### config.mk
export PLATFORM = sky130hd
export DESIGN_NAME = multicycle_ctrl_flat
export DESIGN_NICKNAME = d
export VERILOG_FILES = /design/src/rtl/multicycle_ctrl_if.sv /design/src/rtl/multicycle_ctrl.sv /design/src/flat_wrapper.sv
export SDC_FILE = /design/constraint.sdc
export NUM_CORES = 1
export LEC_CHECK = 0
export BUFFER_PORTS_ARGS = -buffer_cell sky130_fd_sc_hd__buf_2
export CAP_MARGIN = 10
export CORE_MARGIN = 3
export CORE_UTILIZATION = 30
export CTS_BUF_LIST = sky130_fd_sc_hd__clkbuf_2
export CTS_CLUSTER_DIAMETER = 50
export DETAILED_ROUTE_END_ITERATION = 8
export SETUP_SLACK_MARGIN = 0.02
export SLEW_MARGIN = 5
export SYNTH_ARGS = -nofsm -noshare
export SYNTH_HDL_FRONTEND = slang
export SYNTH_SLANG_ARGS = --single-unit
export TNS_END_PERCENT = 50
### constraint.sdc
create_clock -name clk -period 3.87 [get_ports clk]
set_clock_uncertainty 0.15 [all_clocks]
set_input_delay 0.774 -clock clk [delete_from_list [all_inputs] [get_ports clk]]
set_output_delay 0.774 -clock clk [all_outputs]
set_load 0.01 [all_outputs]
### src/rtl/multicycle_ctrl_if.sv
// Bundle between the multicycle controller and the shared datapath / memory port.
// The controller drives every select and enable and the memory request; the datapath drives opcode, zero and mem_ready.
interface multicycle_ctrl_if;
    logic [5:0] opcode;
    logic       zero;
    logic       mem_ready;
    logic       mem_req;
    logic       mem_we;
    logic       iord;
    logic       ir_write;
    logic       pc_en;
    logic [1:0] pc_src;
    logic       alu_src_a;
    logic [1:0] alu_src_b;
    logic [1:0] alu_op;
    logic       ext_sel;
    logic       reg_write;
    logic       reg_dst;
    logic       mem_to_reg;
    logic       illegal;
    logic [3:0] state;

    modport master (
        input  opcode, zero, mem_ready,
        output mem_req, mem_we, iord, ir_write, pc_en, pc_src, alu_src_a,
               alu_src_b, alu_op, ext_sel, reg_write, reg_dst, mem_to_reg,
               illegal, state
    );

    modport slave (
        output opcode, zero, mem_ready,
        input  mem_req, mem_we, iord, ir_write, pc_en, pc_src, alu_src_a,
               alu_src_b, alu_op, ext_sel, reg_write, reg_dst, mem_to_reg,
               illegal, state
    );
endinterface

### src/rtl/multicycle_ctrl.sv
// Multicycle CPU control FSM: sequences the shared ALU, unified memory port,
// register file and immediate extender, with a ready handshake on memory accesses.
module multicycle_ctrl (
    input  logic              clk,
    input  logic              rst_n,
    multicycle_ctrl_if.master bus
);
    typedef enum logic [3:0] {
        IDLE       = 4'd0,
        FETCH      = 4'd1,
        DECODE     = 4'd2,
        MEM_ADDR   = 4'd3,
        MEM_ACCESS = 4'd4,
        MEM_WB     = 4'd5,
        EXEC_R     = 4'd6,
        R_WB       = 4'd7,
        EXEC_I     = 4'd8,
        I_WB       = 4'd9,
        BRANCH     = 4'd10,
        JUMP       = 4'd11
    } state_t;

    localparam logic [5:0] OP_R    = 6'b000000;
    localparam logic [5:0] OP_LW   = 6'b100011;
    localparam logic [5:0] OP_SW   = 6'b101011;
    localparam logic [5:0] OP_BEQ  = 6'b000100;
    localparam logic [5:0] OP_ADDI = 6'b001000;
    localparam logic [5:0] OP_ANDI = 6'b001100;
    localparam logic [5:0] OP_ORI  = 6'b001101;
    localparam logic [5:0] OP_J    = 6'b000010;

    state_t state_q, state_d;
    logic   isLogicImm;

    always_ff @(posedge clk or negedge rst_n) begin
        if (!rst_n) begin
            state_q <= IDLE;
        end else begin
            state_q <= state_d;
        end
    end

    // andi/ori zero-extend their immediate and let the ALU pick the op from the opcode.
    assign isLogicImm = (bus.opcode == OP_ANDI) || (bus.opcode == OP_ORI);
    assign bus.state  = state_q;

    always_comb begin
        state_d        = state_q;
        bus.mem_req    = 1'b0;
        bus.mem_we     = 1'b0;
        bus.iord       = 1'b0;
        bus.ir_write   = 1'b0;
        bus.pc_en      = 1'b0;
        bus.pc_src     = 2'b00;
        bus.alu_src_a  = 1'b0;
        bus.alu_src_b  = 2'b00;
        bus.alu_op     = 2'b00;
        bus.ext_sel    = 1'b1;
        bus.reg_write  = 1'b0;
        bus.reg_dst    = 1'b0;
        bus.mem_to_reg = 1'b0;
        bus.illegal    = 1'b0;

        case (state_q)
            IDLE: state_d = FETCH;
            FETCH: begin
                bus.mem_req   = 1'b1;
                bus.alu_src_b = 2'b01;
                bus.ir_write  = bus.mem_ready;
                bus.pc_en     = bus.mem_ready;
                if (bus.mem_ready) state_d = DECODE;
            end
            DECODE: begin
                bus.alu_src_b = 2'b11;
                case (bus.opcode)
                    OP_LW, OP_SW:             state_d = MEM_ADDR;
                    OP_R:                     state_d = EXEC_R;
                    OP_ADDI, OP_ANDI, OP_ORI: state_d = EXEC_I;
                    OP_BEQ:                   state_d = BRANCH;
                    OP_J:                     state_d = JUMP;
                    default: begin
                        bus.illegal = 1'b1;
                        state_d     = FETCH;
                    end
                endcase
            end
            MEM_ADDR: begin
                bus.alu_src_a = 1'b1;
                bus.alu_src_b = 2'b10;
                state_d       = MEM_ACCESS;
            end
            MEM_ACCESS: begin
                bus.mem_req = 1'b1;
                bus.iord    = 1'b1;
                bus.mem_we  = (bus.opcode == OP_SW);
                if (bus.mem_ready) state_d = (bus.opcode == OP_LW) ? MEM_WB : FETCH;
            end
            MEM_WB: begin
                bus.reg_write  = 1'b1;
                bus.mem_to_reg = 1'b1;
                state_d        = FETCH;
            end
            EXEC_R: begin
                bus.alu_src_a = 1'b1;
                bus.alu_op    = 2'b10;
                state_d       = R_WB;
            end
            R_WB: begin
                bus.reg_write = 1'b1;
                bus.reg_dst   = 1'b1;
                state_d       = FETCH;
            end
            EXEC_I: begin
                bus.alu_src_a = 1'b1;
                bus.alu_src_b = 2'b10;
                bus.alu_op    = isLogicImm ? 2'b11 : 2'b00;
                bus.ext_sel   = !isLogicImm;
                state_d       = I_WB;
            end
            I_WB: begin
                bus.reg_write = 1'b1;
                bus.ext_sel   = !isLogicImm;
                state_d       = FETCH;
            end
            BRANCH: begin
                bus.alu_src_a = 1'b1;
                bus.alu_op    = 2'b01;
                bus.pc_src    = 2'b01;
                bus.pc_en     = bus.zero;
                state_d       = FETCH;
            end
            JUMP: begin
                bus.pc_src = 2'b10;
                bus.pc_en  = 1'b1;
                state_d    = FETCH;
            end
            default: state_d = IDLE;
        endcase
    end
endmodule

### src/flat_wrapper.sv
// flat-port wrapper written by rule: the top's interface ports become plain ports
module multicycle_ctrl_flat 
  (clk, rst_n, bus_opcode, bus_zero, bus_mem_ready, bus_mem_req, bus_mem_we, bus_iord, bus_ir_write, bus_pc_en, bus_pc_src, bus_alu_src_a, bus_alu_src_b, bus_alu_op, bus_ext_sel, bus_reg_write, bus_reg_dst, bus_mem_to_reg, bus_illegal, bus_state);
  multicycle_ctrl_if bus_i ();
  input  logic clk;
  input  logic rst_n;
  input wire logic [$bits(bus_i.opcode)-1:0] bus_opcode;
  input wire logic [$bits(bus_i.zero)-1:0] bus_zero;
  input wire logic [$bits(bus_i.mem_ready)-1:0] bus_mem_ready;
  output wire logic [$bits(bus_i.mem_req)-1:0] bus_mem_req;
  output wire logic [$bits(bus_i.mem_we)-1:0] bus_mem_we;
  output wire logic [$bits(bus_i.iord)-1:0] bus_iord;
  output wire logic [$bits(bus_i.ir_write)-1:0] bus_ir_write;
  output wire logic [$bits(bus_i.pc_en)-1:0] bus_pc_en;
  output wire logic [$bits(bus_i.pc_src)-1:0] bus_pc_src;
  output wire logic [$bits(bus_i.alu_src_a)-1:0] bus_alu_src_a;
  output wire logic [$bits(bus_i.alu_src_b)-1:0] bus_alu_src_b;
  output wire logic [$bits(bus_i.alu_op)-1:0] bus_alu_op;
  output wire logic [$bits(bus_i.ext_sel)-1:0] bus_ext_sel;
  output wire logic [$bits(bus_i.reg_write)-1:0] bus_reg_write;
  output wire logic [$bits(bus_i.reg_dst)-1:0] bus_reg_dst;
  output wire logic [$bits(bus_i.mem_to_reg)-1:0] bus_mem_to_reg;
  output wire logic [$bits(bus_i.illegal)-1:0] bus_illegal;
  output wire logic [$bits(bus_i.state)-1:0] bus_state;
  assign bus_i.opcode = bus_opcode;
  assign bus_i.zero = bus_zero;
  assign bus_i.mem_ready = bus_mem_ready;
  assign bus_mem_req = bus_i.mem_req;
  assign bus_mem_we = bus_i.mem_we;
  assign bus_iord = bus_i.iord;
  assign bus_ir_write = bus_i.ir_write;
  assign bus_pc_en = bus_i.pc_en;
  assign bus_pc_src = bus_i.pc_src;
  assign bus_alu_src_a = bus_i.alu_src_a;
  assign bus_alu_src_b = bus_i.alu_src_b;
  assign bus_alu_op = bus_i.alu_op;
  assign bus_ext_sel = bus_i.ext_sel;
  assign bus_reg_write = bus_i.reg_write;
  assign bus_reg_dst = bus_i.reg_dst;
  assign bus_mem_to_reg = bus_i.mem_to_reg;
  assign bus_illegal = bus_i.illegal;
  assign bus_state = bus_i.state;
  multicycle_ctrl u_core (.clk(clk), .rst_n(rst_n), .bus(bus_i));
endmodule
# Word level (Yosys, flattened, before mapping)
# Index checks and enable logic that the tools add are counted.
# Widths: inputs -> output; s select.
# word_totals
register_bits,4
inputBits,10
output_inout_bits,21
ramBits,0
latchBits,0
n_memories,0
romBits,0
# op_classes
n_bitwise,0
n_reduce_logical,14
muxes,21
multipliers,0
order_cmp,0
add_sub_neg,0
eq_ne,20
n_shift,0
div,0
# op_table
op,n
$pmux 4 s7,1
$pmux 4 s5,1
$eq 6x4->1 const B,3
$eq 4x3->1 const B,4
$eq 4x4->1 const B,4
$eq 6x6->1 const B,2
$pmux 2 s3,2
$mux 1,11
$eq 4x2->1 const B,2
$mux 4,2
$reduce_or 2->1,4
$reduce_or 8->1,1
$eq 6x2->1 const B,1
$eq 6x3->1 const B,1
$logic_not 6->1,1
$reduce_or 3->1,2
$reduce_or 6->1,1
$eq 4x1->1 const B,1
$logic_not 4->1,1
$ne 2x2->1 const B,2
$pmux 2 s2,1
$reduce_or 4->1,1
$mux 3,1
$pmux 1 s3,1
other kinds (4),4

# Longest topological paths before layout
# depth
word_depth,4
ltp_mapped,5
depth_no_buf,4

# Least setup slack after synthesis
# OpenSTA, ideal clock, no wires.
# synth_path
path_type,in2out
start,in bus_opcode[2]
end,out bus_mem_we
path_buffers,0
slack_ps,1258
stages,2
t_required_ps,2946
arrival_ps,1688
path_cell_list,or3b_2 > nor4_1
# synth_via
elab_chain_cells,2
# synth_lines
item,line_no,rtl
from (decl),flat_wrapper.sv:7,input wire logic [$bits(bus_i.opcode)-1:0] bus_opcode;
$eq 6x6->1,multicycle_ctrl.sv:95,bus.mem_we = (bus.opcode == OP_SW);
$mux 1,multicycle_ctrl.sv:64,case (state_q)
to (decl),flat_wrapper.sv:11,output wire logic [$bits(bus_i.mem_we)-1:0] bus_mem_we;
# Every way passes these cells.

# Worst setup path after layout
# layout_path
start,reg u_core.state_q[0] (netlist: u_core.bus.state[0])
end,out bus_mem_we
# layout_via
elab_chain_cells,2
# layout_lines
item,line_no,rtl
from (decl),multicycle_ctrl.sv:32,"state_t state_q, state_d;"
from (signal assigned),multicycle_ctrl.sv:39,state_q <= state_d;
$eq 4x3->1,multicycle_ctrl.sv:64,
$mux 1,multicycle_ctrl.sv:64,
# Every way passes these cells.

==> flow_metrics.tcl <==
set metrics [dict create \
    cts_made_buffers 3 \
    postSynthAreaPerCell_sq_um 6.673 \
    critical-path-top-delay-family "simple AND/OR/NAND/NOR gates" \
    worst_r2r_path_depth 4 \
    grt_use_met3 0.03383 \
    via_count 669 \
    cts_resized 0 \
    critPathMaxStageDelay_ns 0.63 \
    ys_seq_area_frac 0.1923 \
    grt_util_met1 0.2058 \
    firstDrtPassIters 4 \
    ios 31 \
    switching_share 0.5260 \
    chipWidth_um 47.66 \
    tns_ns 0 \
    regArea_sq_um 100.1 \
    intPower_uw 207.2 \
    start_kind "flip-flop" \
    power.total_uw 437.1 \
    coreArea_sq_um 1577 \
    hold_violations 0 \
    grt_pass1_wl_um 2415 \
    period_minus_slack_ns 2.833 \
    num-fill-cells 177 \
    gp_routability_congestion 0.8287 \
    post_cts_buffers 0 \
    grt_max_degree 19 \
    grt_pass1_vias 554 \
    critical_path_class "reg -> out" \
    cp.depth 3 \
    rsz0062_at_grt "no" \
    grt_antenna_before_repair 0 \
    fin_crit_sh 0.7320 \
    cts_buffer_depth 2 \
    status "finished, final reports clean" \
    peakVddDrop_v 0.0003241 \
    netlist_area_sq_um 520.5 \
    viasPerCell 5.484 \
    drive_gt1_frac 0.3491 \
    synth_edf_count 0 \
    syn-instance-count 78 \
    hpwl_um 1165 \
    pwr-share-seq 0.282 \
    grt.busiest_layer "met2" \
    postRouteAntennaNets 0 \
    io_buffer_count 30 \
    ctsHoldBuffers 0 \
    timing.slew.headroom 0.6217 \
    syn-num-nets 88 \
    cp_max_fo 18 \
    worstPathRequired_ns 2.95 \
    synth-async-reset-ratio 1.000 \
    cts_root_buf "clkbuf_2" \
    yosys.area.top_type "dfrtp_1" \
    netlist.area_leader.share 0.1923 \
    ys.flop_type "dfrtp_1" \
    die_h_um 47.66 \
    area_growth_pct 30.53 \
    worst_pin_slew_ns 0.5675 \
    clk_pin_slew_ns 0.04 \
    track_usage 0.1485 \
    p_leak_uw 0.0003372 \
    drcViolationCount 0 \
    critPathSlowestCell "or4b_4" \
    worstSkewPairLatency_ns 0.20 \
    crit_buf_inv 1 \
    pwr-share-clk 0.085 \
    crit_chain "or4b_4, nor4_1, buf_2" \
    setup_violations 0 \
    finalNetCount 118 \
    max_cap_violations 0 \
    start_util 0.3302 \
    grt_remaining_overflow 0 \
    p_per_area_nw_per_um2 643.4 \
    pwr-share-comb 0.633 \
    end_kind "output port" \
    dieArea_sq_um 2271 \
    slew_violations 0 \
    hp-class "in -> async" \
    yosysUniqueCellTypes 28 \
    crit_arrival_ns 1.91 \
    fmax_mhz 353.0 \
    diodes 0 \
    synth_area_leaders "dfrtp_1, nor2_1, a21oi_1" \
    wl_per_cell_um 12.61 \
    groute.layer.met2.usage 0.2353 \
    p_switching_uw 229.9 \
    multiInputGateArea_sq_um 382.9 \
    cts_tree "yes" \
    largest_reg_flops 4 \
    first_iter_violations 12 \
    htreeDepth 1 \
    rows 14 \
    synth-seq-cells 4 \
    clock_sinks 4 \
    wl_um 1539 \
    synth-warning-count 0 \
]
## power groups by stage
stage	logic [uW]	clock network [uW]	registers [uW]
floorplan	227	0	81.1
global placement	273	0	122
detailed placement	277	0	123
CTS	277	39.1	122
global route	307	43.7	131
finish	277	37.2	123
## cell families after synthesis
family,Yosys count,synth area share
fa+ha+maj,1,0.01923
flops,4,0.1923
simple gates,43,0.4423
compound gates,21,0.2572
buf+inv,8,0.07210
xor+xnor,1,0.01683
## placed cells by master, fill, tap and decap left out, drive strengths merged
cell type | synthesis | layout
o32ai | 1 | 1
or3b | 1 | 1
or4b | 1 | 1
xnor2 | 1 | 1
nor2 | 13 | 13
o22ai | 2 | 2
a21oi | 8 | 8
o21ai | 3 | 3
or2 | 1 | 1
nand3b | 2 | 2
nor3 | 5 | 5
o32a | 1 | 1
nor4 | 3 | 3
dfrtp | 4 | 4
clkbuf | 4 | 3
o21a | 2 | 2
nand2 | 7 | 7
or3 | 2 | 2
inv | 3 | 3
a21o | 1 | 1
o41ai | 2 | 2
maj3 | 1 | 1
nand2b | 5 | 5
nor2b | 2 | 2
nand3 | 1 | 1
o211ai | 1 | 1
buf | 1 | 30
## cell usage after synthesis, types with 3 or more instances
| library cell | number |
|---|---|
| inv_1 | 3 |
| nor3_1 | 5 |
| nand2b_1 | 5 |
| nand2_1 | 7 |
| nor2_1 | 13 |
| clkbuf_1 | 4 |
| a21oi_1 | 8 |
| o21ai_0 | 3 |
| dfrtp_1 | 4 |
## path summary, 6_finish.rpt
check,from,endpoint,slack (ns)
max in group asynchronous,rst_n,u_core.bus.state[2],3.24
worst max register to register,u_core.bus.state[0],u_core.bus.state[2],1.98
worst min-delay path,rst_n,u_core.bus.state[0],0.22
min in group clk,u_core.bus.state[3],u_core.bus.state[3],0.69
worst min register to register,u_core.bus.state[3],u_core.bus.state[3],0.69
worst max-delay path,u_core.bus.state[0],bus_mem_we,1.04
## layer usage
| layer | share of wire | wire length, um | vias to the layer above |
|---|---|---|---|
| li1 | - | - | 337 |
| met1 | 0.47 | 725 | 304 |
| met2 | 0.45 | 699 | 28 |
| met3 | 0.075 | 115 | 0 |
| met4 | 0 | 0 | 0 |
| met5 | 0 | 0 | - |
## worst register-to-register path, stage by stage, from the launching register on
cell and delay (ns):
dfrtp_1 0.58, or4b_4 0.64, nor4_2 0.25, a21oi_1 0.06
o22ai_1 0.13
## cell type report
type	instances	area share
multi-input combinational	66	0.5635
timing repair buffer	30	0.2210
sequential	4	0.1473
tap	16	0.02947
clock buffer	3	0.02210
inverter	3	0.01657
## through the flow
stage | cell area (sq um) | cells | setup WS [ns] | util | hold WS (ns)
floorplan | 520.5 | 78 | 1.258 | - | 0.3284
global placement | 664.4 | 119 | 1.107 | 0.4214 | 0.4281
detailed placement | 664.4 | 119 | 1.081 | 0.4214 | 0.4313
CTS | 679.4 | 122 | 1.031 | 0.4310 | 0.2055
global route | 679.4 | 122 | 0.9140 | 0.4310 | 0.1960
finish | 679.4 | 122 | 1.037 | 0.4310 | 0.2152
No activity file was read; power rests on OpenSTA's default activity.
